$ cat config.mk
export PLATFORM = sky130hd
export DESIGN_NAME = wb_stage
export DESIGN_NICKNAME = d
export VERILOG_FILES = /design/src/rtl/wb_pkg.sv /design/src/rtl/wb_stage_load_align.sv /design/src/rtl/wb_stage.sv
export SDC_FILE = /design/constraint.sdc
export NUM_CORES = 1
export LEC_CHECK = 0
export BUFFER_PORTS_ARGS = -buffer_cell sky130_fd_sc_hd__buf_2
export CORE_ASPECT_RATIO = 1.1
export CORE_MARGIN = 2
export CORE_UTILIZATION = 40
export CTS_CLUSTER_SIZE = 12
export DETAILED_ROUTE_END_ITERATION = 10
export HOLD_SLACK_MARGIN = 0.15
export PLACE_DENSITY_LB_ADDON = 0.12
export SLEW_MARGIN = 5
export SYNTH_ARGS = -nofsm -noshare
export SYNTH_HDL_FRONTEND = slang
export SYNTH_SLANG_ARGS = --single-unit
$ cat constraint.sdc
create_clock -name clk -period 2.7 [get_ports clk]
set_clock_uncertainty 0.2 [all_clocks]
set_input_delay 0.54 -clock clk [delete_from_list [all_inputs] [get_ports clk]]
set_output_delay 0.54 -clock clk [all_outputs]
set_load 0.01 [all_outputs]
$ cat src/rtl/wb_pkg.sv
// Shared types for the write-back stage: source select, load size and FSM state.
package wb_pkg;

    typedef enum logic [1:0] {
        WB_ALU  = 2'd0,
        WB_LOAD = 2'd1,
        WB_PC4  = 2'd2,
        WB_CSR  = 2'd3
    } wb_sel_e;

    typedef enum logic [1:0] {
        LD_B = 2'd0,
        LD_H = 2'd1,
        LD_W = 2'd2,
        LD_D = 2'd3
    } ld_size_e;

    typedef enum logic {
        ST_IDLE      = 1'b0,
        ST_WAIT_LOAD = 1'b1
    } wb_state_e;

endpackage

$ cat src/rtl/wb_stage_load_align.sv
// Combinational load aligner: picks the addressed lane out of a naturally
// aligned data word, sign- or zero-extends it to XLEN, and flags
// misaligned or illegal-size accesses for the same size/offset pair.
module load_align
    import wb_pkg::*;
#(
    parameter int XLEN = 32,
    localparam int AW  = $clog2(XLEN / 8)
) (
    input  logic [XLEN-1:0] data,
    input  logic [1:0]      size,
    input  logic            uns,
    input  logic [AW-1:0]   addr_lo,
    output logic [XLEN-1:0] result,
    output logic            misaligned,
    output logic            illegal
);

    logic [XLEN-1:0] shifted_s;
    logic [XLEN-1:0] mask_s;
    logic            sign_s;

    // Shift the addressed lane down to bit 0, then mask and extend by size.
    always_comb begin
        shifted_s  = data >> {addr_lo, 3'b000};
        mask_s     = '0;
        sign_s     = 1'b0;
        misaligned = 1'b0;
        illegal    = 1'b0;
        case (ld_size_e'(size))
            LD_B: begin
                mask_s[7:0] = 8'hFF;
                sign_s      = shifted_s[7];
            end
            LD_H: begin
                mask_s[15:0] = 16'hFFFF;
                sign_s       = shifted_s[15];
                misaligned   = addr_lo[0];
            end
            LD_W: begin
                // On XLEN=64 the upper half of the mask stays clear so the
                // word is extended to the full 64 bits.
                mask_s[31:0] = 32'hFFFF_FFFF;
                sign_s       = shifted_s[31];
                misaligned   = (addr_lo[1:0] != 2'b00);
            end
            LD_D: begin
                mask_s     = '1;
                sign_s     = 1'b0;
                misaligned = (addr_lo != '0);
                illegal    = (XLEN == 32);
            end
            default: begin
                mask_s = '1;
                sign_s = 1'b0;
            end
        endcase
        result = (shifted_s & mask_s) | (~mask_s & {XLEN{sign_s & ~uns}});
    end

endmodule

$ cat src/rtl/wb_stage.sv
// Write-back stage: selects ALU/load/PC+4/CSR data, waits for the load
// response with a timeout, and issues one registered register-file write
// per retired instruction. Also exposes the outstanding load destination.
module wb_stage
    import wb_pkg::*;
#(
    parameter int XLEN      = 32,
    parameter int REG_IDX_W = 5,
    parameter int TIMEOUT   = 255,
    localparam int AW       = $clog2(XLEN / 8)
) (
    input  logic                 clk,
    input  logic                 rst,
    input  logic                 in_valid,
    output logic                 in_ready,
    input  logic [REG_IDX_W-1:0] in_rd,
    input  logic                 in_rd_we,
    input  logic [1:0]           in_wb_sel,
    input  logic [XLEN-1:0]      in_alu_result,
    input  logic [XLEN-1:0]      in_pc_plus4,
    input  logic [XLEN-1:0]      in_csr_rdata,
    input  logic [1:0]           in_ld_size,
    input  logic                 in_ld_unsigned,
    input  logic [AW-1:0]        in_addr_lo,
    input  logic                 mem_rvalid,
    input  logic [XLEN-1:0]      mem_rdata,
    input  logic                 mem_rerr,
    output logic                 rf_we,
    output logic [REG_IDX_W-1:0] rf_waddr,
    output logic [XLEN-1:0]      rf_wdata,
    output logic                 pend_valid,
    output logic [REG_IDX_W-1:0] pend_rd,
    output logic                 load_fault
);

    localparam int CNT_W = $clog2(TIMEOUT + 1);
    localparam logic [CNT_W-1:0] CNT_LAST = CNT_W'(TIMEOUT - 1);

    wb_state_e            state_q,      state_d;
    logic                 rf_we_q,      rf_we_d;
    logic [REG_IDX_W-1:0] rf_waddr_q,   rf_waddr_d;
    logic [XLEN-1:0]      rf_wdata_q,   rf_wdata_d;
    logic                 load_fault_q, load_fault_d;
    logic                 pend_valid_q, pend_valid_d;
    logic [REG_IDX_W-1:0] pend_rd_q,    pend_rd_d;
    logic [CNT_W-1:0]     cnt_q,        cnt_d;
    logic [REG_IDX_W-1:0] ld_rd_q,      ld_rd_d;
    logic                 ld_rd_we_q,   ld_rd_we_d;
    logic [1:0]           ld_size_q,    ld_size_d;
    logic                 ld_uns_q,     ld_uns_d;
    logic [AW-1:0]        ld_addr_q,    ld_addr_d;

    logic [1:0]           al_size_s;
    logic                 al_uns_s;
    logic [AW-1:0]        al_addr_s;
    logic [XLEN-1:0]      al_result_s;
    logic                 al_misaligned_s;
    logic                 al_illegal_s;
    logic [XLEN-1:0]      sel_data_s;

    // The aligner checks the incoming request while idle and extracts the
    // captured lane while a load is outstanding.
    always_comb begin
        if (state_q == ST_WAIT_LOAD) begin
            al_size_s = ld_size_q;
            al_uns_s  = ld_uns_q;
            al_addr_s = ld_addr_q;
        end else begin
            al_size_s = in_ld_size;
            al_uns_s  = in_ld_unsigned;
            al_addr_s = in_addr_lo;
        end
    end

    load_align #(
        .XLEN (XLEN)
    ) u_align (
        .data       (mem_rdata),
        .size       (al_size_s),
        .uns        (al_uns_s),
        .addr_lo    (al_addr_s),
        .result     (al_result_s),
        .misaligned (al_misaligned_s),
        .illegal    (al_illegal_s)
    );

    // Non-load write data source select.
    always_comb begin
        case (wb_sel_e'(in_wb_sel))
            WB_ALU:  sel_data_s = in_alu_result;
            WB_PC4:  sel_data_s = in_pc_plus4;
            WB_CSR:  sel_data_s = in_csr_rdata;
            default: sel_data_s = in_alu_result;
        endcase
    end

    // Next-state and next-output computation for the write-back FSM.
    always_comb begin
        state_d      = state_q;
        rf_we_d      = 1'b0;
        rf_waddr_d   = rf_waddr_q;
        rf_wdata_d   = rf_wdata_q;
        load_fault_d = 1'b0;
        pend_valid_d = pend_valid_q;
        pend_rd_d    = pend_rd_q;
        cnt_d        = cnt_q;
        ld_rd_d      = ld_rd_q;
        ld_rd_we_d   = ld_rd_we_q;
        ld_size_d    = ld_size_q;
        ld_uns_d     = ld_uns_q;
        ld_addr_d    = ld_addr_q;
        case (state_q)
            ST_IDLE: begin
                if (in_valid) begin
                    if (wb_sel_e'(in_wb_sel) == WB_LOAD) begin
                        if (al_misaligned_s | al_illegal_s) begin
                            load_fault_d = 1'b1;
                        end else begin
                            ld_rd_d      = in_rd;
                            ld_rd_we_d   = in_rd_we;
                            ld_size_d    = in_ld_size;
                            ld_uns_d     = in_ld_unsigned;
                            ld_addr_d    = in_addr_lo;
                            cnt_d        = '0;
                            pend_valid_d = 1'b1;
                            pend_rd_d    = in_rd_we ? in_rd : '0;
                            state_d      = ST_WAIT_LOAD;
                        end
                    end else begin
                        rf_we_d    = in_rd_we & (in_rd != '0);
                        rf_waddr_d = in_rd;
                        rf_wdata_d = sel_data_s;
                    end
                end else begin
                    state_d = ST_IDLE;
                end
            end
            ST_WAIT_LOAD: begin
                cnt_d = cnt_q + {{(CNT_W-1){1'b0}}, 1'b1};
                // A response in the final timeout cycle still wins.
                if (mem_rvalid) begin
                    state_d      = ST_IDLE;
                    pend_valid_d = 1'b0;
                    pend_rd_d    = '0;
                    if (mem_rerr) begin
                        load_fault_d = 1'b1;
                    end else begin
                        rf_we_d    = ld_rd_we_q & (ld_rd_q != '0);
                        rf_waddr_d = ld_rd_q;
                        rf_wdata_d = al_result_s;
                    end
                end else if (cnt_q == CNT_LAST) begin
                    state_d      = ST_IDLE;
                    pend_valid_d = 1'b0;
                    pend_rd_d    = '0;
                    load_fault_d = 1'b1;
                end else begin
                    state_d = ST_WAIT_LOAD;
                end
            end
            default: begin
                state_d      = ST_IDLE;
                pend_valid_d = 1'b0;
                pend_rd_d    = '0;
            end
        endcase
    end

    // State and output registers; reset drops any outstanding load silently.
    always_ff @(posedge clk or posedge rst) begin
        if (rst) begin
            state_q      <= ST_IDLE;
            rf_we_q      <= 1'b0;
            rf_waddr_q   <= '0;
            rf_wdata_q   <= '0;
            load_fault_q <= 1'b0;
            pend_valid_q <= 1'b0;
            pend_rd_q    <= '0;
            cnt_q        <= '0;
            ld_rd_q      <= '0;
            ld_rd_we_q   <= 1'b0;
            ld_size_q    <= 2'b00;
            ld_uns_q     <= 1'b0;
            ld_addr_q    <= '0;
        end else begin
            state_q      <= state_d;
            rf_we_q      <= rf_we_d;
            rf_waddr_q   <= rf_waddr_d;
            rf_wdata_q   <= rf_wdata_d;
            load_fault_q <= load_fault_d;
            pend_valid_q <= pend_valid_d;
            pend_rd_q    <= pend_rd_d;
            cnt_q        <= cnt_d;
            ld_rd_q      <= ld_rd_d;
            ld_rd_we_q   <= ld_rd_we_d;
            ld_size_q    <= ld_size_d;
            ld_uns_q     <= ld_uns_d;
            ld_addr_q    <= ld_addr_d;
        end
    end

    assign in_ready   = (state_q == ST_IDLE);
    assign rf_we      = rf_we_q;
    assign rf_waddr   = rf_waddr_q;
    assign rf_wdata   = rf_wdata_q;
    assign load_fault = load_fault_q;
    assign pend_valid = pend_valid_q;
    assign pend_rd    = pend_rd_q;

endmodule

# Word level (Yosys, flattened, before mapping)
# Cells that the tools add are included.
[totals]
regBits = 65
out_inout_bits = 46
inputBits = 146
word_cells = 106
[op_classes]
n_bitwise = 11
shift = 1
muxes = 55
reduce_logical = 11
n_eq_ne = 14
n_addsub = 1
[ops]
columns = ["cell", "count"]
rows = [
  ["$mux 32", 4],
  ["$pmux 32 s2", 2],
  ["$and 32x32->32", 2],
  ["$mux 5", 10],
  ["$mux 8", 5],
  ["$not 32->32", 1],
  ["$or 32x32->32", 1],
  ["$shr 32x5->32", 1],
  ["$mux 1", 22],
  ["$pmux 5 s2", 2],
  ["$mux 16", 1],
  ["$pmux 8 s2", 1],
  ["$reduce_and 4->1", 3],
  ["$ne 2x2->1 const B", 5],
  ["$pmux 1 s2", 5],
  ["$reduce_bool 5->1", 2],
  ["$add 8x1->8 const B", 1],
  ["$eq 2x2->1 const B", 4],
  ["$eq 8x8->1 const B", 1],
  ["$eq 2x1->1 const B", 2],
  ["$mux 2", 2],
  ["$pmux 1 s4", 1],
  ["$reduce_or 4->1", 1],
  ["$and 1x1->1", 3],
  ["other kinds (9)", 11],
]

# Logic depth before layout (Yosys ltp)
# Gate-level depths: netlist (run 1).
[depth]
ltp_word = 10
depth_mapped = 9
mapped_depth_nobuf = 5

# Modules after synthesis
# A second synthesis (run 1) with hierarchy kept.
[hier_totals]
cells_unflattened = 450
area_unflattened_um2 = 4599.4
[by_module_without_submodules]
columns = ["mod", "cells_per_inst", "instances", "seq_area_each_um2", "area_per_inst_um2"]
rows = [
  ["wb_stage", 323, 1, 1626.6, 3703.6],
  ["load_align", 127, 1, 0.0, 895.9],
]

# Worst setup path after synthesis (run 1)
# No wires, ideal clock.
[synth_timing]
kind = "in2reg"
startpoint = "in in_addr_lo[1]"
endpoint = "reg rf_wdata_q[16], in the netlist rf_wdata[16]"
t_arrival_ps = 1894
slack_ps = 465
cell_stages = 6
setup_time_ps = 140
required_ps = 2360
path_buffers = 1
cell_sequence = "mux2i_4 mux2i_1 nor3_1 o41ai_4 buf_6 a31oi_1"
[synth_via]
elab_chain_len = 9
elab_cells_between_ends = 10
classes_between = "1 x shift; 5 x mux; 4 x bitwise"
[synth_rtl]
columns = ["element", "line", "text"]
rows = [
  ["from (decl)", "wb_stage.sv:24", "input logic [AW-1:0] in_addr_lo,"],
  ["$mux 2 *", "wb_stage.sv:64", "if (state_q == ST_WAIT_LOAD) begin"],
  ["$shr 32x5->32 *", "wb_stage_load_align.sv:25", "shifted_s = data >> {addr_lo, 3'b000};"],
  ["$pmux 1 s4", "wb_stage_load_align.sv:30", "case (ld_size_e'(size))"],
  ["$and 1x1->1", "wb_stage_load_align.sv:58", "result = (shifted_s & mask_s) | (~mask_s & {XLEN{sign_s & ~uns}});"],
  ["$and 32x32->32", "wb_stage_load_align.sv:58", ""],
  ["$or 32x32->32 *", "wb_stage_load_align.sv:58", ""],
  ["$mux 32 *", "wb_stage.sv:145", "if (mem_rerr) begin"],
  ["$mux 32 *", "wb_stage.sv:141", "if (mem_rvalid) begin"],
  ["$pmux 32 s2 *", "wb_stage.sv:112", "case (state_q)"],
  ["to (signal assigned)", "wb_stage.sv:189", "rf_wdata_q <= rf_wdata_d;"],
  ["to (decl)", "wb_stage.sv:42", "logic [XLEN-1:0] rf_wdata_q, rf_wdata_d;"],
]
# Mark *: on every way between the ends. The rest lies on a longest branch, timed or not. The select of a mux whose other input is x is not followed.
# A chain may end at the register's enable or synchronous reset.

# Worst setup path after layout (run 1)
[layout_timing]
startpoint = "reg state_q"
endpoint = "reg rf_wdata_q[9], in the netlist rf_wdata[9]"
[layout_via]
elab_chain_len = 10
elab_cells_between_ends = 26
classes_between = "7 x eq/ne; 1 x shift; 8 x mux; 7 x bitwise; 3 x reduce/logical"
[layout_rtl]
columns = ["element", "line", "text"]
rows = [
  ["from (decl)", "wb_stage.sv:39", "wb_state_e state_q, state_d;"],
  ["from (signal assigned)", "wb_stage.sv:186", "state_q <= state_d;"],
  ["parallel branches: the longest is 10 deep, another holds $shr 32x5->32", "-", ""],
]
# Several ways; the timed one is not identified. The select of a mux whose other input is x is not followed.

==> results.toml, run 1 <==
[global_routing]
grt_pass1_wl_um = 21800
track_usage_pct = 24.9
grt_pass1_vias = 4275
antenna_found_initial = 0
grt_overflow_total = 0
grt_max_degree = 51

[cts]
clkLatencyLatePin_ns = 0.33
cts_buffers = 9
cts.sinks = 65
h-tree-depth = 3
clockRootBuffer = "clkbuf_16"
clk_pin_slew_ns = 0.05
clockBufferDepth = 2
cts_setup_buffers = 0
cts_tree = "yes"

[critical_path]
path_max_fanout = 13
endpoint_kind = "flop"
crit_path_start_kind = "flop"
critical_path_class = "reg2reg"
cp.required_ns = 2.69
crit_arrival_ns = 2.48

[hold_path]
hp-class = "in2reg"

[logic_synthesis]
synthCells = 473
synthArstFlopShare_pct = 100
ys_seq_area_share_pct = 38.1
synthFlopType = "dfrtp_1"
avgSynthCellArea_um2 = 9.03
synth_area_um2 = 4270
ys.warnings.count = 0
ys_seq_elements = 65
ys_types = 48
synth_edf_count = 0
syn-num-nets = 621

[sta]
fmax_mhz = 400
worst_slew_pin_slew_ns = 0.546
timing.final.crit_share_pct = 92.5
drv_slew = 0
finalSetupTns_ns = 0
rsz0062_at_grt = "false"
min_period_ns = 2.50
maxSlewHeadroom_pct = 63.3
setup-violations-final = 0
hold_viol = 0
holdWs_ns = 0.261

[drt]
viasPerCell = 5.41
drc = 0
dr.pass1.iters = 7
routedWlPerCell_um = 17.8
drtIter0Drc = 208
drt-total-wl_um = 14300
dr_total_vias = 4364
ant_nets = 0

[floorplanning]
num_io_pins = 192
start_util_pct = 41.1
die_y_um = 112
die-area_um2 = 11500
rows = 39
fp.coreArea_um2 = 10400
die_w_um = 103

[run]
maxCapViolCount = 0

[placement]
numPortBuffers = 191
dp_hpwl_um = 11000
place.gp.congestion = 0.887

[layout]
finalNetCount = 806
area_growth_pct = 33.3
antenna_cells = 0
drive_gt1_share_pct = 37.1

[power_and_ir_drop]
power.leakage_nw = 2.74
ir_drop_mv = 0.405
powerDensity_nw_per_um2 = 926

[outcome]
outcome = "completed"
synth_stat cells (2+ instances only):
| cell | number | area, um2 |
|---|---|---|
| a21oi_1 | 57 | 285 |
| nand3b_1 | 2 | 15.0 |
| a21o_1 | 8 | 60.1 |
| mux2i_4 | 2 | 45.0 |
| nor3_1 | 10 | 50.1 |
| a21oi_4 | 2 | 32.5 |
| o22ai_1 | 18 | 113 |
| nand2_1 | 43 | 161 |
| nor2_1 | 53 | 199 |
| mux2i_1 | 54 | 541 |
| o211ai_1 | 9 | 67.6 |
| inv_1 | 18 | 67.6 |
| a211oi_1 | 8 | 60.1 |
| a31oi_1 | 16 | 100 |
| ha_1 | 2 | 25.0 |
| nor2b_1 | 5 | 31.3 |
| o221ai_1 | 16 | 140 |
| buf_1 | 6 | 22.5 |
| clkbuf_1 | 16 | 60.1 |
| xnor2_1 | 5 | 43.8 |
| a22o_1 | 2 | 17.5 |
| nand2b_1 | 4 | 25.0 |
| dfrtp_1 | 65 | 1630 |
| nand3_1 | 3 | 15.0 |
| or4_1 | 2 | 15.0 |
| buf_6 | 4 | 45.0 |
| mux2_2 | 10 | 113 |
| buf_2 | 8 | 40.0 |
| and3_1 | 3 | 18.8 |
| and2_1 | 4 | 25.0 |
worst max-delay path: stages, from the launching register on:
cell     delay, ns
dfrtp_2       0.58
mux2_4        0.37
mux2i_1       0.38
mux2i_1       0.22
nor4_4        0.45
nor3_1        0.14
layout by cell type (no fill, tap or decap), types with 3 or more instances in the layout:
master | Yosys | final
nor2_1 | 53 | 53
a211oi_1 | 8 | 8
nand2_1 | 43 | 42
a21o_1 | 8 | 8
nor3_1 | 10 | 10
and3_1 | 3 | 3
o22ai_1 | 18 | 18
mux2i_1 | 54 | 54
xnor2_1 | 5 | 5
and2_1 | 4 | 4
clkbuf_16 | 0 | 9
dfrtp_1 | 65 | 64
a31oi_1 | 16 | 16
o221ai_1 | 16 | 16
buf_4 | 1 | 15
nand2b_1 | 4 | 4
buf_2 | 8 | 191
inv_1 | 18 | 17
nand3_1 | 3 | 3
mux2_2 | 10 | 10
a21oi_1 | 57 | 57
o211ai_1 | 9 | 9
nor2b_1 | 5 | 5
flip-flops by register name (all words and copies together) (netlist names), 2 cells and up:
| name | cells |
|---|---|
| ld_size_q | 2 |
| cnt_q | 8 |
| pend_rd | 5 |
| ld_addr_q | 2 |
| rf_wdata | 32 |
| ld_rd_q | 5 |
| rf_waddr | 5 |
power by group:
group          switching [mW]  total [mW]  internal (mW)
registers               0.343        1.75           1.41
logic                    1.33        2.36           1.03
clock network           0.431        1.17          0.736
cell type report:
cell class	instances	area, um2
Tap cell	143	179
Fill cell	1011	4700
Multi-Input combinational cell	355	2400
Clock buffer	11	243
Timing Repair Buffer	209	1120
Clock inverter	5	55.1
Inverter	18	67.6
Sequential cell	65	1630
routing by layer:
metal	GRT usage [%]	vias up	routed length [um]
li1	-	2103	-
met1	30.5	2028	5760
met2	42.2	202	6970
met3	4.61	31	1140
met4	10.6	0	455
met5	0	-	0
worst paths after layout:
path	slack, ns	from	cells past startpoint	endpoint
min in group asynchronous	0.60	rst	3	cnt_q[7]$_DFFE_PP0P_
worst max-delay path	0.20	state_q$_DFF_PP0_	5	rf_wdata[9]$_DFFE_PP0P_
worst max register to register	0.20	state_q$_DFF_PP0_	5	rf_wdata[9]$_DFFE_PP0P_
worst min register to register	0.27	pend_valid$_DFFE_PP0P_	1	pend_valid$_DFFE_PP0P_
worst min-delay path	0.26	in_rd_we	2	ld_rd_we_q$_DFFE_PP0P_
max in group asynchronous	1.07	rst	4	rf_wdata[19]$_DFFE_PP0P_
cells by family (layout without fill, tap and decap cells):
kind of cell / after synthesis / count (layout) / share of synthesized area [%]
AOI/OAI and AO/OA: 145 / 145 / 23.0
and+or+nand+nor: 133 / 133 / 14.1
adders and majority gates: 2 / 2 / 0.586
muxes: 69 / 69 / 17.3
buffers and inverters: 53 / 243 / 5.68
xor gates and xnor gates: 6 / 6 / 1.23
DFF: 65 / 65 / 38.1
per-stage QoR:
| step | setup WS (ns) | instance area, um2 | power (mW) | util (%) | cells |
|---|---|---|---|---|---|
| 2_1_floorplan | 0.334 | 4270 | 3.26 | - | 473 |
| 3_3_place_gp | 0.249 | 5390 | 4.06 | 51.8 | 789 |
| 3_5_place_dp | 0.201 | 5390 | 4.11 | 51.8 | 789 |
| 4_1_cts | 0.246 | 5690 | 5.29 | 54.8 | 806 |
| 5_1_grt | 0.0772 | 5690 | 5.62 | 54.8 | 806 |
| 6_report | 0.202 | 5690 | 5.27 | 54.8 | 806 |
timing repair:
item / CTS / global route
hold buffers: 1 / 0
gates resized for setup: 0 / 0
setup endpoints to repair: 0 / 0
endpoints found under the hold margin: 21 / 0
No activity file was read; power rests on OpenSTA's default activity.
==> inputs of run 2 (changes only) <==
--- a/config.mk
+++ b/config.mk
@@ -13,6 +13,7 @@
 export DETAILED_ROUTE_END_ITERATION = 10
 export HOLD_SLACK_MARGIN = 0.15
 export PLACE_DENSITY_LB_ADDON = 0.12
+export RECOVER_POWER = 50
 export SLEW_MARGIN = 5
 export SYNTH_ARGS = -nofsm -noshare
 export SYNTH_HDL_FRONTEND = slang
==> run 2 against run 1 <==
- total power decreased by 1.5%
- sequential share of layout area increased by 0.35 points
- global-route usage stayed put
- clock-buffer cell count stayed put
- clock power hardly changed
- combinational power down 4%
- hold slack improved by 0.0019 ns
- first-iteration DRC count unchanged
- core utilization is 0.66 points lower
- routed wire length barely moved
- critical endpoint unchanged
- highest routed layer unchanged
==> results.toml, run 2 (synthesized netlist as in run 1, its figures left out) <==
[outcome]
outcome = "completed"

[global_routing]
track_usage_pct = 24.9
grt_pass1_wl_um = 21800
antenna_found_initial = 0
grt_pass1_vias = 4275
grt_max_degree = 51
grt_overflow_total = 0

[sta]
fmax_mhz = 403
min_period_ns = 2.48
timing.final.crit_share_pct = 91.8
hold_viol = 0
maxSlewHeadroom_pct = 40.2
setup-violations-final = 0
drv_slew = 0
finalSetupTns_ns = 0
rsz0062_at_grt = "false"
worst_slew_pin_slew_ns = 0.897
setup_ws_ns = 0.221

[cts]
cts.sinks = 65
cts_buffers = 9
cts_resized = 0
clk_pin_slew_ns = 0.06
clkLatencyLatePin_ns = 0.33
h-tree-depth = 3
clockRootBuffer = "clkbuf_16"
cts_tree = "yes"
clockBufferDepth = 2

[drt]
ant_nets = 0
viasPerCell = 5.43
drc = 0
drtIter0Drc = 208
dr.pass1.iters = 4
routedWlPerCell_um = 17.8
drt-total-wl_um = 14300
dr_total_vias = 4375

[run]
maxCapViolCount = 0

[placement]
place.gp.congestion = 0.887
dp_slack_ns = 0.201
numPortBuffers = 191
placed_area_um2 = 5390
dp_hpwl_um = 11000

[critical_path]
ff2ff_path_depth = 5
path_max_fanout = 13
crit_arrival_ns = 2.46
critical_path_class = "reg2reg"
endpoint_kind = "flop"
crit_path_start_kind = "flop"
cp.required_ns = 2.68

[power_and_ir_drop]
total_power_mw = 5.19
ir_drop_mv = 0.384
powerDensity_nw_per_um2 = 923
power.leakage_nw = 2.62

[layout]
finalNetCount = 806
fin_area_um2 = 5630
antenna_cells = 0
area_growth_pct = 31.7
final_cell_mix = "buf_2, dfrtp_1, a21oi_1"
largest_reg_flops = 32
drive_gt1_share_pct = 30.2
mostFrequentLayoutCell = "buf_2"
nFillCells = 1037

[floorplanning]
fp.coreArea_um2 = 10400
start_util_pct = 41.1
die-area_um2 = 11500
num_io_pins = 192
rows = 39
die_w_um = 103
die_y_um = 112

[hold_path]
min_path_cells = 2
hp-class = "in2reg"
-- run 2: path summary, 6_finish.rpt --
path | slack, ns | startpoint | endpoint
worst min register to register | 0.28 | pend_valid$_DFFE_PP0P_ | pend_valid$_DFFE_PP0P_
min in group asynchronous | 0.74 | rst | cnt_q[7]$_DFFE_PP0P_
worst max-delay path | 0.22 | state_q$_DFF_PP0_ | rf_wdata[9]$_DFFE_PP0P_
max in group asynchronous | 0.33 | rst | rf_wdata[19]$_DFFE_PP0P_
worst min-delay path | 0.26 | in_rd_we | ld_rd_we_q$_DFFE_PP0P_
worst max register to register | 0.22 | state_q$_DFF_PP0_ | rf_wdata[9]$_DFFE_PP0P_
-- run 2: where the power goes --
group	internal (mW)	switching (mW)	total [mW]	leakage, nW
Clock	0.736	0.429	1.16	0.142
Sequential	1.41	0.353	1.76	0.765
Combinational	0.944	1.33	2.27	1.71
-- run 2: repair_timing --
item | in CTS | in global routing
setup endpoints to repair | 0 | 0
setup buffers | 0 | 0
hold buffers | 1 | 0
hold endpoints to repair | 21 | 0
-- run 2: layer usage --
layer	GRT usage (%)	routed length, um
met4	10.6	453
met2	42.2	6960
met5	0	0
met1	30.5	5770
met3	4.61	1130
-- run 2: metrics by stage --
| stage | std cells | util [%] | hold slack (ns) |
|---|---|---|---|
| 3_3_place_gp | 789 | 51.8 | 0.265 |
| 5_1_grt | 806 | 54.1 | 0.270 |
| 6_report | 806 | 54.1 | 0.263 |
| 4_1_cts | 806 | 54.8 | 0.256 |
| 2_1_floorplan | 473 | - | 0.272 |
| 3_5_place_dp | 789 | 51.8 | 0.271 |
-- run 2: layout make-up --
type                    instances  area (um2)  share of cell area (%)
clock buffers                  11         243                    4.31
well taps                     143         179                    3.18
repair buffers                209        1050                    18.7
flip-flops and latches         65        1630                    28.9
inverters                      18        67.6                    1.20
clock inverters                 5        55.1                   0.979
multi-input cells             355        2400                    42.7
-- run 2: critical path: stages, from the launching register on --
cell and delay (ns):
dfrtp_2 0.58, mux2_4 0.37, mux2i_1 0.37, mux2i_1 0.22, nor4_4 0.43, nor3_1 0.15
==> inputs of run 3 (changes only) <==
--- a/config.mk
+++ b/config.mk
@@ -6,7 +6,6 @@
 export NUM_CORES = 1
 export LEC_CHECK = 0
 export BUFFER_PORTS_ARGS = -buffer_cell sky130_fd_sc_hd__buf_2
-export CORE_ASPECT_RATIO = 1.1
 export CORE_MARGIN = 2
 export CORE_UTILIZATION = 40
 export CTS_CLUSTER_SIZE = 12
@@ -17,4 +16,5 @@
 export SLEW_MARGIN = 5
 export SYNTH_ARGS = -nofsm -noshare
 export SYNTH_HDL_FRONTEND = slang
+export SYNTH_HIERARCHICAL = 1
 export SYNTH_SLANG_ARGS = --single-unit
==> run 3 against run 2 <==
- via count fell by 1.8%
- core utilization fell by 0.82 points
- non-clock buffer count rose by 8
- design area rose by 7.3%
- critical endpoint is now rf_wdata[13]$_DFFE_PP0P_
==> results.toml, run 3 <==
[layout]
drive_gt1_share_pct = 43.0
mostFrequentLayoutCell = "buf_2"
antenna_cells = 0
final_cell_count_no_fill = 787
finalNetCount = 787
final_cell_mix = "buf_2, dfrtp_1, mux2_2"
area_growth_pct = 31.2
largest_reg_flops = 32
fin_util_pct = 53.3
fin_area_um2 = 6030

[critical_path]
crit_path_max_incr_delay_ns = 0.43
r2r-end = "rf_wdata[13]$_DFFE_PP0P_"
ff2ff_path_depth = 8
r2r-start = "state_q$_DFF_PP0_"
cp_cell_sequence = "mux2_2 -> buf_4 -> buf_4 -> mux2i_1 -> or2_2 -> a31oi_1 -> a222oi_1 -> mux2i_1"
endpoint_kind = "flop"
crit_path_start_kind = "flop"
critical_path_class = "reg2reg"
path_max_fanout = 15
path_buf_inv = 2
ff2ff_setup_slack_ns = 0.08
crit_arrival_ns = 2.67
crit_family = "multiplexers"
cp_slowest_cell = "dfrtp_2"
cp.required_ns = 2.76

[power_and_ir_drop]
p_int_mw = 2.68
switchingPower_mw = 1.34
total_power_mw = 4.03
p_seq_share_pct = 35.4
p_clk_share_pct = 31.5
ir_drop_mv = 0.278
power.leakage_nw = 2.84
pwr-share-comb_pct = 33.1
sw_frac_of_total_pct = 33.4
powerDensity_nw_per_um2 = 667

[hold_path]
hold_end = "ld_addr_q[1]$_DFFE_PP0P_"
hp-start = "in_addr_lo[1]"
hp-class = "in2reg"
min_path_cells = 2

[sta]
timing.final.crit_share_pct = 96.9
setup-violations-final = 0
drv_slew = 0
hold_viol = 0
rsz0062_at_grt = "false"
fmax_mhz = 382
holdWs_ns = 0.259
maxSlewHeadroom_pct = 42.2
worst_slew_pin_slew_ns = 0.867
min_period_ns = 2.62

[floorplanning]
die_w_um = 111
start_util_pct = 40.6
fp.coreArea_um2 = 11300
rows = 39
num_io_pins = 192
die_y_um = 111
die-area_um2 = 12400

[logic_synthesis]
yosys-top-cells-area = "dfrtp_1, mux2_2, mux2i_1"
synth_common_cells = "dfrtp_1, mux2_2, inv_1"
synth_edf_count = 0
yosysTopAreaCell = "dfrtp_1"
ys_types = 51
synthArstFlopShare_pct = 100
synth_top_area_share_pct = 35.4
avgSynthCellArea_um2 = 10.2
synth_area_um2 = 4600
ys_seq_area_share_pct = 35.4
ys.warnings.count = 6
synthFlopType = "dfrtp_1"
syn-num-nets = 598
yosysMostFrequentCell = "dfrtp_1"
ys_seq_elements = 65
synthCells = 450

[placement]
dp_hpwl_um = 10700
numPortBuffers = 191
dp.cells = 770
place.gp.congestion = 0.827
placed_area_um2 = 5760

[global_routing]
grt_pass1_vias = 4273
antenna_found_initial = 0
grt_overflow_total = 0
track_usage_pct = 23.2
grt_pass1_wl_um = 22900
grt_max_degree = 48

[cts]
cts_setup_buffers = 0
cts_buffers = 9
clk_pin_slew_ns = 0.06
cts_tree = "yes"
clockRootBuffer = "clkbuf_16"
h-tree-depth = 3
cts.sinks = 65
clkLatencyLatePin_ns = 0.33
clockBufferDepth = 2

[drt]
ant_nets = 0
viasPerCell = 5.46
dr.pass1.iters = 11
routedWlPerCell_um = 18.1
drt-total-wl_um = 14300
drtIter0Drc = 418
dr_total_vias = 4298
drc = 0

[outcome]
outcome = "completed"

[run]
maxCapViolCount = 0
-- run 3: layout make-up --
cell class                 count  area, um2
fill                        1083       5290
clock buffer                   9        225
sequential                    65       1630
inverter                      45        169
multi-input combinational    301       2600
clock inverter                 7       95.1
timing repair buffer         217       1140
tap                          143        179
-- run 3: repair_timing --
item                                    CTS  global route
endpoints found under the setup margin    0             6
hold endpoints to repair                 14             0
hold buffers                              1             0
resized for setup                         0             2
-- run 3: cell families after synthesis --
family / Yosys count / synth area share [%]
compound gates: 105 / 18.6
xor+xnor: 1 / 0.190
simple gates: 85 / 10.3
buf+inv: 84 / 8.84
mux: 108 / 26.2
flops: 65 / 35.4
fa+ha+maj: 2 / 0.544
-- run 3: stage by stage --
step / setup TNS [ns] / setup slack (ns)
after floorplan: -3.93 / -0.388
after global placement: 0 / 0.00271
after detailed placement: -0.288 / -0.122
after CTS: 0 / 0.0129
after global routing: 0 / 0.0181
final: 0 / 0.0846
-- run 3: worst max-delay path by stage --
stage                                 start                       end  slack [ns]  cells after the start
after global routing      state_q$_DFF_PP0_  rf_wdata[14]$_DFFE_PP0P_        0.02                      8
after CTS                 state_q$_DFF_PP0_  rf_wdata[13]$_DFFE_PP0P_        0.01                      8
after floorplan           state_q$_DFF_PP0_  ld_addr_q[0]$_DFFE_PP0P_       -0.39                     15
after global placement        in_addr_lo[1]  rf_wdata[13]$_DFFE_PP0P_       0.003                      9
after detailed placement      in_addr_lo[1]  rf_wdata[13]$_DFFE_PP0P_       -0.12                      9
final                     state_q$_DFF_PP0_  rf_wdata[13]$_DFFE_PP0P_        0.08                      8
-- run 3: worst reg2reg max path, cell delays in order (launching register included) --
cell and delay [ns]:
dfrtp_2 0.43, mux2_2 0.41, buf_4 0.17, buf_4 0.20, mux2i_1 0.17, or2_2 0.29, a31oi_1 0.33, a222oi_1 0.17
mux2i_1 0.16
-- run 3: power groups by stage --
stage	clock (mW)	sequential (mW)	combinational, mW
floorplan	0	1.49	0.792
global placement	0	1.43	1.35
detailed placement	0	1.43	1.37
CTS	1.28	1.42	1.38
global route	1.34	1.46	1.46
finish	1.27	1.42	1.33
-- run 3: per-layer routing --
layer	track usage (%)	part of all wire, %	up-vias
li1	-	-	2075
met3	4.87	6.8	13
met1	32.0	45	2038
met5	0	0	-
met4	7.00	1.3	0
met2	36.6	46	172
